**src/rtl/alu_seq_ctrl.sv**
```systemverilog
// Byte-serial sequencer for an external 8-bit combinational ALU: takes one wide
// request, walks it LSB byte first with carry/borrow fix-up, returns the wide result.
module alu_seq_ctrl #(
  parameter int NBYTES = 2
) (
  input  logic                  clk,
  input  logic                  rst_n,
  input  logic                  req_valid,
  output logic                  req_ready,
  input  logic [1:0]            req_cmd,
  input  logic [8*NBYTES-1:0]   req_a,
  input  logic [8*NBYTES-1:0]   req_b,
  output logic                  rsp_valid,
  input  logic                  rsp_ready,
  output logic [8*NBYTES-1:0]   rsp_y,
  output logic                  rsp_z,
  output logic                  rsp_c,
  output logic [7:0]            alu_a,
  output logic [7:0]            alu_b,
  output logic [1:0]            alu_cmd,
  input  logic [7:0]            alu_y,
  input  logic                  alu_z,
  input  logic                  alu_c
);

  localparam int W  = 8 * NBYTES;
  localparam int IW = (NBYTES > 1) ? $clog2(NBYTES) : 1;

  typedef enum logic [1:0] {
    IDLE = 2'd0,
    PRI  = 2'd1,
    FIX  = 2'd2,
    DONE = 2'd3
  } state_t;

  state_t          state_q, state_d;
  logic [W-1:0]    a_q, a_d, b_q, b_d, y_q, y_d;
  logic [1:0]      cmd_q, cmd_d;
  logic [IW-1:0]   i_q, i_d;
  logic            cy_q, cy_d, c1_q, c1_d, zacc_q, zacc_d;
  logic [7:0]      t_q, t_d;

  logic [7:0]      a_byte, b_byte;
  logic            arith, last;

  assign a_byte = a_q[{i_q, 3'b000} +: 8];
  assign b_byte = b_q[{i_q, 3'b000} +: 8];
  // cmd[1]==0 selects ADD/SUB, cmd[0] distinguishes SUB within that pair
  assign arith  = ~cmd_q[1];
  assign last   = (i_q == IW'(NBYTES - 1));

  always_ff @(posedge clk or negedge rst_n) begin
    if (!rst_n) begin
      state_q <= IDLE;
      a_q     <= '0;
      b_q     <= '0;
      y_q     <= '0;
      cmd_q   <= 2'b00;
      i_q     <= '0;
      cy_q    <= 1'b0;
      c1_q    <= 1'b0;
      zacc_q  <= 1'b0;
      t_q     <= 8'h00;
    end else begin
      state_q <= state_d;
      a_q     <= a_d;
      b_q     <= b_d;
      y_q     <= y_d;
      cmd_q   <= cmd_d;
      i_q     <= i_d;
      cy_q    <= cy_d;
      c1_q    <= c1_d;
      zacc_q  <= zacc_d;
      t_q     <= t_d;
    end
  end

  always_comb begin
    state_d   = state_q;
    a_d       = a_q;
    b_d       = b_q;
    y_d       = y_q;
    cmd_d     = cmd_q;
    i_d       = i_q;
    cy_d      = cy_q;
    c1_d      = c1_q;
    zacc_d    = zacc_q;
    t_d       = t_q;
    req_ready = 1'b0;
    rsp_valid = 1'b0;
    rsp_y     = '0;
    rsp_z     = 1'b0;
    rsp_c     = 1'b0;
    alu_a     = 8'h00;
    alu_b     = 8'h00;
    alu_cmd   = 2'b00;

    unique case (state_q)
      IDLE: begin
        req_ready = 1'b1;
        if (req_valid) begin
          a_d     = req_a;
          b_d     = req_b;
          cmd_d   = req_cmd;
          y_d     = '0;
          i_d     = '0;
          cy_d    = 1'b0;
          zacc_d  = 1'b1;
          state_d = PRI;
        end
      end

      PRI: begin
        alu_a   = a_byte;
        alu_b   = b_byte;
        alu_cmd = cmd_q;
        t_d     = alu_y;
        if (arith) begin
          // the ALU has no borrow output, so SUB derives it from the operands
          c1_d    = cmd_q[0] ? (a_byte < b_byte) : alu_c;
          state_d = FIX;
        end else begin
          y_d[{i_q, 3'b000} +: 8] = alu_y;
          zacc_d = zacc_q & alu_z;
          if (last) state_d = DONE;
          else      i_d     = i_q + IW'(1);
        end
      end

      FIX: begin
        alu_a   = t_q;
        alu_b   = {7'b0, cy_q};
        alu_cmd = cmd_q;
        y_d[{i_q, 3'b000} +: 8] = alu_y;
        zacc_d  = zacc_q & alu_z;
        cy_d    = cmd_q[0] ? (c1_q | (cy_q & (t_q == 8'h00))) : (c1_q | alu_c);
        if (last) begin
          state_d = DONE;
        end else begin
          i_d     = i_q + IW'(1);
          state_d = PRI;
        end
      end

      DONE: begin
        rsp_valid = 1'b1;
        rsp_y     = y_q;
        rsp_z     = zacc_q;
        rsp_c     = arith & cy_q;
        if (rsp_ready) state_d = IDLE;
      end

      default: state_d = IDLE;
    endcase
  end

endmodule

```
**config.mk**
```make
export PLATFORM = sky130hd
export DESIGN_NAME = alu_seq_ctrl
export DESIGN_NICKNAME = d
export VERILOG_FILES = /design/src/rtl/alu_seq_ctrl.sv
export SDC_FILE = /design/constraint.sdc
export NUM_CORES = 1
export LEC_CHECK = 0
export BUFFER_PORTS_ARGS = -buffer_cell sky130_fd_sc_hd__buf_2
export CAP_MARGIN = 10
export CORE_ASPECT_RATIO = 1.2
export CORE_MARGIN = 3
export CORE_UTILIZATION = 25
export DETAILED_ROUTE_END_ITERATION = 7
export PLACE_DENSITY = 0.42
export SLEW_MARGIN = 20
export SYNTH_ARGS = -nofsm -noshare
export SYNTH_HDL_FRONTEND = slang
export SYNTH_SLANG_ARGS = --single-unit
```
**constraint.sdc**
```tcl
create_clock -name clk -period 5.05 [get_ports clk]
set_input_delay 1.01 -clock clk [delete_from_list [all_inputs] [get_ports clk]]
set_output_delay 1.01 -clock clk [all_outputs]
set_load 0.01 [all_outputs]
```
==> results of run 1 <==
==> cells by family (layout without fill, tap and decap cells) <==
logic type,after synthesis,in the layout,synth area share [%]
fa+ha+maj,12,12,4.34
compound gates,58,58,13.2
simple gates,75,75,11.8
mux,59,59,19.1
buf+inv,32,117,5.25
flops,64,64,46.3
==> cell usage in the layout (no fill, tap or decap), types with 2 or more instances in the layout <==
cell	instances
a21oi_1	2
a22o_1	16
a32o_1	9
and2_1	20
buf_2	85
buf_4	3
clkbuf_16	9
clkbuf_8	3
dfrtp_1	63
ha_1	12
inv_1	13
mux2_2	48
mux2_4	2
mux2i_1	9
nand2_1	25
nand2b_1	12
nor2_1	10
o21ai_0	10
o21ai_1	4
o22ai_1	8
==> where the power goes <==
group          internal [uW]  switching (uW)  total, uW
clock network            422             232        654
registers                761             210        971
logic                    692             757       1450
==> synth_stat cells, types with 2 or more instances <==
cell,count,area (sq um)
a21oi_1,2,10.0
a22o_1,16,140
a32o_1,9,90.1
and2_1,20,125
buf_2,7,35.0
buf_4,2,15.0
buf_6,6,67.6
clkbuf_1,4,15.0
dfrtp_1,64,1600
ha_1,12,150
inv_1,13,48.8
mux2_2,48,541
mux2_4,2,30.0
mux2i_1,9,90.1
nand2_1,25,93.8
nand2b_1,12,75.1
nor2_1,10,37.5
o21ai_0,10,50.1
o21ai_1,4,20.0
o22ai_1,8,50.1
==> per-layer routing <==
layer  up-vias  track usage, %  part of all wire [%]
met5         -               0                     0
met4         0            5.21                   1.6
met3        11            3.36                   5.5
met2        71            19.5                    46
met1      1255            17.5                    47
li1       1236               -                     -
==> critical path: stages, from the launching register on <==
cell,delay (ns)
dfrtp_1,0.43
inv_1,0.14
ha_1,0.67
nand2_1,0.40
o21ai_0,0.29
buf_2,0.17
==> how the worst max path moves through the flow <==
| stage | from | endpoint | slack (ns) | cells after the start |
|---|---|---|---|---|
| 6_report | state_q[1] | alu_a[0] | 1.61 | 5 |
| 4_1_cts | state_q[1] | alu_a[0] | 1.58 | 5 |
| 3_3_place_gp | state_q[1] | alu_b[0] | 2.03 | 5 |
| 5_1_grt | state_q[1] | alu_a[0] | 1.39 | 5 |
| 2_1_floorplan | state_q[1] | alu_a[0] | 2.57 | 6 |
| 3_5_place_dp | state_q[1] | alu_a[0] | 1.96 | 5 |
==> stage by stage <==
stage	hold slack, ns	cell area, sq um	instances	setup WS [ns]
after detailed placement	0.471	3980	537	1.96
after CTS	0.483	4300	553	1.58
after global placement	0.472	3980	537	2.03
after floorplan	0.447	3460	300	2.57
after global routing	0.512	4300	553	1.39
final	0.479	4300	553	1.61
==> registers in the layout, summed over array words and instances, names as in the netlist <==
name     cells
a_q         16
b_q         16
y_q         16
t_q          8
cmd_q        2
state_q      2
c1_q         1
cy_q         1
i_q          1
zacc_q       1
==> final cells by class <==
cell class / count / area share [%]
Sequential cell: 64 / 37.3
Tap cell: 168 / 4.89
Clock buffer: 12 / 6.20
Inverter: 13 / 1.13
Timing Repair Buffer: 88 / 10.4
Clock inverter: 4 / 1.19
Multi-Input combinational cell: 204 / 38.9
==> impl_metrics.yaml, run 1 <==
detailed_routing:
  ant_nets: 0
  route.detailed.drc: 0
  drt_iter0_drc: 148
  firstDrtPassIters: 4
  via_count: 2573
  viasPerCell: 4.65
  totalWireLength_um: 9310
  wl_per_cell_um: 16.8
timing:
  relSlewSlack_pct: 44.1
  skew_ns: 0.00717
  setup_viol: 0
  max_freq_ghz: 0.290
  hold_viol_final: 0
  period_needed_ns: 3.44
  worstMarginPinSlew_ns: 0.836
  finalSetupTns_ns: 0
  drv_slew: 0
  rsz0062_at_grt: "no"
  fin_crit_sh_pct: 68.2
clock_network:
  ctsHoldBuffers: 0
  h-tree-depth: 3
  clock_sinks: 64
  post_cts_buffers: 0
  clk_pin_slew_ns: 0.05
  worstSkewPairLatency_ns: 0.34
  cts_buffer_depth: 2
  clockRootBuffer: "clkbuf_16"
  ctsResizeCount: 0
  tritoncts: "yes"
  cts_buffers: 9
logic_synthesis:
  postSynthCellCount: 300
  yosysUniqueCellTypes: 37
  ys.flop_type: "dfrtp_1"
  synth_edf_count: 0
  avgSynthCellArea_sq_um: 11.5
  async_reset_ff_share_pct: 100
  netlist_area_sq_mm: 0.00346
  ys_seq_elements: 64
  ys_warn_count: 0
  seq_area_frac_synth_pct: 46.3
  syn_nets: 360
pwr:
  finalPower_uw: 3070
  p_leak_uw: 0.00204
  p_per_area_mw_per_mm2: 715
  peakVddDrop_mv: 0.196
setup_path:
  critical_path.max_fanout: 18
  cp-start-kind: "register"
  end_kind: "output port"
  worstReg2RegEnd: "c1_q"
  cp_data_required_time_ns: 4.04
  rrSetupSlack_ns: 2.69
  crit_type: "register to output port"
  r2r-start: "i_q"
  rr_worst_depth: 6
  worstPathArrival_ns: 2.43
worst_hold_path:
  hold_path_class: "register to register"
  holdPathEnd: "c1_q"
  min_path_cells: 2
  holdCritStartpoint: "c1_q"
grt:
  grt_use_total_pct: 12.9
  overflow: 0
  grt_pass1_wl_um: 15100
  antenna_found_initial: 0
  grt_pass1_vias: 2659
  grt_max_degree: 46
floorplan:
  rows: 46
  die_area_sq_mm: 0.0153
  num_io_pins: 86
  die_h_um: 135
  start_util_pct: 25.9
  fp.dieW_um: 113
  core_sq_mm: 0.0134
place:
  dpl.hpwl_um: 6630
  io_buffers: 85
  place.gp.congestion: 0.715
layout:
  drive_above_1_share_pct: 41.3
  nNetsFinal: 440
  area_growth_syn_to_layout_pct: 24.4
  seqCellArea_sq_mm: 0.00160
  multi_input_area_sq_mm: 0.00167
  fin_util_pct: 32.2
  diodes: 0
  fill_cells: 1405
run_status:
  outcome: "completed"
flow_run:
  cap_violations: 0
Note: power is estimated with default switching activity, not from simulation.
==> inputs of run 2 (changes only) <==
- PLACE_DENSITY: 0.42 -> 0.43
- clock period: 5.05 -> 3 ns (I/O delays scaled with it)
==> run 2 against run 1 <==
Net effect: die area unchanged; sequential power up 68%; critical path type unchanged; flip-flop and latch count unchanged; global-route usage about the same.
==> impl_metrics.yaml, run 2 (synthesis results as in run 1) <==
layout:
  nNetsFinal: 441
  drive_above_1_share_pct: 41.5
  multi_input_area_sq_mm: 0.00167
  area_growth_syn_to_layout_pct: 24.4
  final_cell_area_sq_mm: 0.00430
  reg.largest.list: "a_q x16, b_q x16, y_q x16"
  diodes: 0
  fill_cells: 1398
  layout_common_cells: "buf_2 (85), dfrtp_1 (63), mux2_2 (48)"
  seqCellArea_sq_mm: 0.00160
  layout_commonest_cell: "buf_2"
  fin_cells: 554
grt:
  grt_pass1_wl_um: 15100
  grt_use_total_pct: 12.9
  grt_max_degree: 36
  grt_pass1_vias: 2790
  antenna_found_initial: 0
  overflow: 0
detailed_routing:
  ant_nets: 0
  drt_iter0_drc: 110
  viasPerCell: 4.62
  wl_per_cell_um: 16.9
  firstDrtPassIters: 5
  via_count: 2558
  route.detailed.drc: 0
  totalWireLength_um: 9350
floorplan:
  die_h_um: 135
  start_util_pct: 25.9
  die_area_sq_mm: 0.0153
  num_io_pins: 86
  rows: 46
  fp.dieW_um: 113
  core_sq_mm: 0.0134
place:
  post_dp_cell_area_sq_mm: 0.00400
  io_buffers: 85
  pre_cts_ws_ns: 0.496
  dpl.hpwl_um: 6840
  place.gp.congestion: 0.799
  place_inst: 538
clock_network:
  ctsHoldBuffers: 0
  cts_buffer_depth: 2
  worstSkewPairLatency_ns: 0.33
  clock_sinks: 64
  tritoncts: "yes"
  clockRootBuffer: "clkbuf_16"
  clk_pin_slew_ns: 0.05
  h-tree-depth: 3
  cts_buffers: 9
  post_cts_buffers: 0
  ctsResizeCount: 0
setup_path:
  critical_path.max_fanout: 12
  cp-start-kind: "register"
  r2r-start: "i_q"
  crit_type: "register to output port"
  cp_data_required_time_ns: 2.40
  critPathLaunch: "state_q[0]"
  end_kind: "output port"
  worstPathArrival_ns: 2.23
timing:
  finalSetupTns_ns: 0
  rsz0062_at_grt: "no"
  skew_ns: 0.00685
  period_needed_ns: 2.83
  setup_viol: 0
  finalWorstSetupSlack_ns: 0.171
  hold_viol_final: 0
  relSlewSlack_pct: 41.0
  drv_slew: 0
  max_freq_ghz: 0.354
  fin_crit_sh_pct: 94.3
  worstMarginPinSlew_ns: 0.883
flow_run:
  cap_violations: 0
run_status:
  outcome: "completed"
pwr:
  p_per_area_mw_per_mm2: 1200
  peakVddDrop_mv: 0.361
  p_leak_uw: 0.00205
worst_hold_path:
  hold_path_class: "primary input to async pin"
## run 2: metrics by stage
step	hold slack, ns	power [uW]	utilization [%]
final	0.386	5150	32.2
after global routing	0.453	5610	32.2
after CTS	0.408	5230	32.2
after detailed placement	0.465	4150	30.0
after global placement	0.467	4120	30.0
after floorplan	0.304	3490	-
## run 2: path summary, 6_finish.rpt
| kind | slack, ns | cells past startpoint | to |
|---|---|---|---|
| min in group clk | 0.48 | 2 | c1_q |
| min | 0.39 | 1 | y_q[4] |
| min reg2reg | 0.48 | 2 | c1_q |
| max reg2reg | 0.76 | 6 | c1_q |
| max in group asynchronous | 1.94 | 2 | i_q |
| max | 0.17 | 6 | alu_b[0] |
## run 2: power by group
group	switching, uW	internal (uW)	total, uW
sequential	347	1280	1630
combinational	1290	1180	2480
clock	382	661	1040
## run 2: cell type report
class | instances | area share, %
multi-input cells | 204 | 38.9
flip-flops and latches | 64 | 37.3
repair buffers | 89 | 10.9
clock buffers | 10 | 5.56
well taps | 168 | 4.89
clock inverters | 6 | 1.37
inverters | 13 | 1.13
## run 2: worst max-delay path: stages (launching register included)
cell and delay, ns:
dfrtp_1 0.47, inv_1 0.10, ha_1 0.54, and2_1 0.39
nand2_1 0.10, o21ai_0 0.12, buf_2 0.19
## run 2: metal layers
layer | GRT usage [%] | vias to the layer above | share of wire (%)
met1 | 16.5 | 1241 | 46
met2 | 20.9 | 80 | 47
li1 | - | 1230 | -
met5 | 0 | - | 0
met3 | 3.41 | 7 | 5.1
met4 | 4.61 | 0 | 1.2
==> inputs of run 3 (changes only) <==
- CAP_MARGIN: 10 -> 20
- CELL_PAD_IN_SITES_DETAIL_PLACEMENT: unset -> 0
- CELL_PAD_IN_SITES_GLOBAL_PLACEMENT: unset -> 1
- PLACE_DENSITY: 0.43 -> 0.52
==> run 3 against run 2 <==
Net effect: core utilization rose by 0.19 points; register-to-register slack improved by 0.07 ns; wire length fell by 1.7%; largest power group unchanged; fmax rose by 1.7%; worst setup slack improved by 0.048 ns; non-clock buffer count rose by 2; flip-flop and latch count did not move; first-iteration DRC count fell by 21%; cell count rose by 0.36%; largest cell class unchanged.
==> impl_metrics.yaml, run 3 (synthesis results as in run 1) <==
detailed_routing:
  wl_per_cell_um: 16.5
  totalWireLength_um: 9190
  route.detailed.drc: 0
  viasPerCell: 4.63
  firstDrtPassIters: 4
  drt_iter0_drc: 87
  via_count: 2575
  ant_nets: 0
pwr:
  p_per_area_mw_per_mm2: 1200
  p_leak_uw: 0.00206
  peakVddDrop_mv: 0.412
timing:
  finalSetupTns_ns: 0
  max_freq_ghz: 0.360
  relSlewSlack_pct: 43.4
  skew_ns: 0.00549
  drv_slew: 0
  fin_crit_sh_pct: 92.7
  worstMarginPinSlew_ns: 0.846
  rsz0062_at_grt: "no"
  hold_viol_final: 0
  period_needed_ns: 2.78
  setup_viol: 0
place:
  place.gp.congestion: 0.742
  dpl.hpwl_um: 6840
  place_inst: 540
  post_dp_cell_area_sq_mm: 0.00401
  io_buffers: 85
clock_network:
  worstSkewPairLatency_ns: 0.33
  cts_buffers: 9
  tritoncts: "yes"
  clock_sinks: 64
  post_cts_buffers: 0
  ctsHoldBuffers: 0
  ctsResizeCount: 0
  clockRootBuffer: "clkbuf_16"
  cts_buffer_depth: 2
  h-tree-depth: 3
  clk_pin_slew_ns: 0.06
grt:
  overflow: 0
  grt_pass1_vias: 2739
  grt_pass1_wl_um: 15000
  grt_use_total_pct: 12.7
  antenna_found_initial: 0
  grt_max_degree: 36
setup_path:
  crit_chain: "inv_1 > ha_1 > and2_1 > nand2_1 > o21ai_0 > buf_2"
  worstPathArrival_ns: 2.18
  cpMaxStageDelayCell: "dfrtp_1"
  end_kind: "output port"
  max_stage_delay_ns: 0.48
  cp-start-kind: "register"
  crit_type: "register to output port"
  critical_path.max_fanout: 9
  cp_data_required_time_ns: 2.40
floorplan:
  num_io_pins: 86
  start_util_pct: 25.9
  core_sq_mm: 0.0134
  rows: 46
  die_area_sq_mm: 0.0153
  fp.dieW_um: 113
  die_h_um: 135
layout:
  fin_cells: 556
  area_growth_syn_to_layout_pct: 25.2
  nNetsFinal: 443
  drive_above_1_share_pct: 41.8
  reg.largest.list: "a_q x16, b_q x16, y_q x16"
  layout_commonest_cell: "buf_2"
  diodes: 0
  layout_common_cells: "buf_2 (85), dfrtp_1 (63), mux2_2 (48)"
  final_cell_area_sq_mm: 0.00433
run_status:
  outcome: "completed"
flow_run:
  cap_violations: 0
worst_hold_path:
  hold_path_class: "primary input to async pin"
-- run 3: changes by cell type in the layout (fill, tap and decap cells not counted) --
cell | previous run | this run
bufinv_16 | 1 | 2
buf_12 | 1 | 0
clkinv_2 | 4 | 2
clkbuf_8 | 1 | 0
buf_4 | 3 | 6
inv_6 | 0 | 1
clkinvlp_4 | 0 | 1
-- run 3: layout make-up --
| class | instances | area, sq um |
|---|---|---|
| tap | 168 | 210 |
| inverter | 13 | 48.8 |
| clock buffer | 9 | 225 |
| multi-input combinational | 204 | 1670 |
| clock inverter | 7 | 95.1 |
| sequential | 64 | 1600 |
| fill | 1392 | 9030 |
| timing repair buffer | 91 | 470 |
-- run 3: report_power, final --
part	leakage, uW	total (uW)	switching (uW)	internal (uW)
clock	0.000156	1130	400	728
combinational	0.00112	2460	1280	1190
sequential	0.000776	1610	330	1280
total	0.00206	5200	2010	3200
-- run 3: through the flow --
step	util (%)	hold WS (ns)	power, uW	setup slack (ns)
global route	32.4	0.167	5650	0.0660
detailed placement	30.0	0.471	4160	0.543
global placement	30.0	0.465	4120	0.621
floorplan	-	0.304	3490	0.932
CTS	32.4	0.150	5320	0.197
finish	32.4	0.149	5200	0.219
-- run 3: path summary, 6_finish.rpt --
check / from / end / slack [ns] / cells past startpoint
min in group clk: c1_q / c1_q / 0.48 / 2
worst min-delay path: rst_n / y_q[8] / 0.15 / 1
worst max register to register: i_q / c1_q / 0.83 / 6
max in group asynchronous: rst_n / i_q / 2.17 / 2
worst min register to register: c1_q / c1_q / 0.48 / 2
worst max-delay path: state_q[0] / alu_b[0] / 0.22 / 6
-- run 3: critical path: cells and delay by family, from the launching register on --
family	cells	cell delay (ns)
AND/OR/NAND/NOR	2	0.52
flip-flops	1	0.48
adder cells (fa/ha/maj)	1	0.47
buffers and inverters	2	0.27
AO/OA/AOI/OAI	1	0.11
-- run 3: per-layer routing --
layer | global-route usage [%] | part of all wire, %
met5 | 0 | 0
met2 | 20.7 | 48
met1 | 16.1 | 45
met4 | 3.41 | 1.0
met3 | 4.21 | 6.3
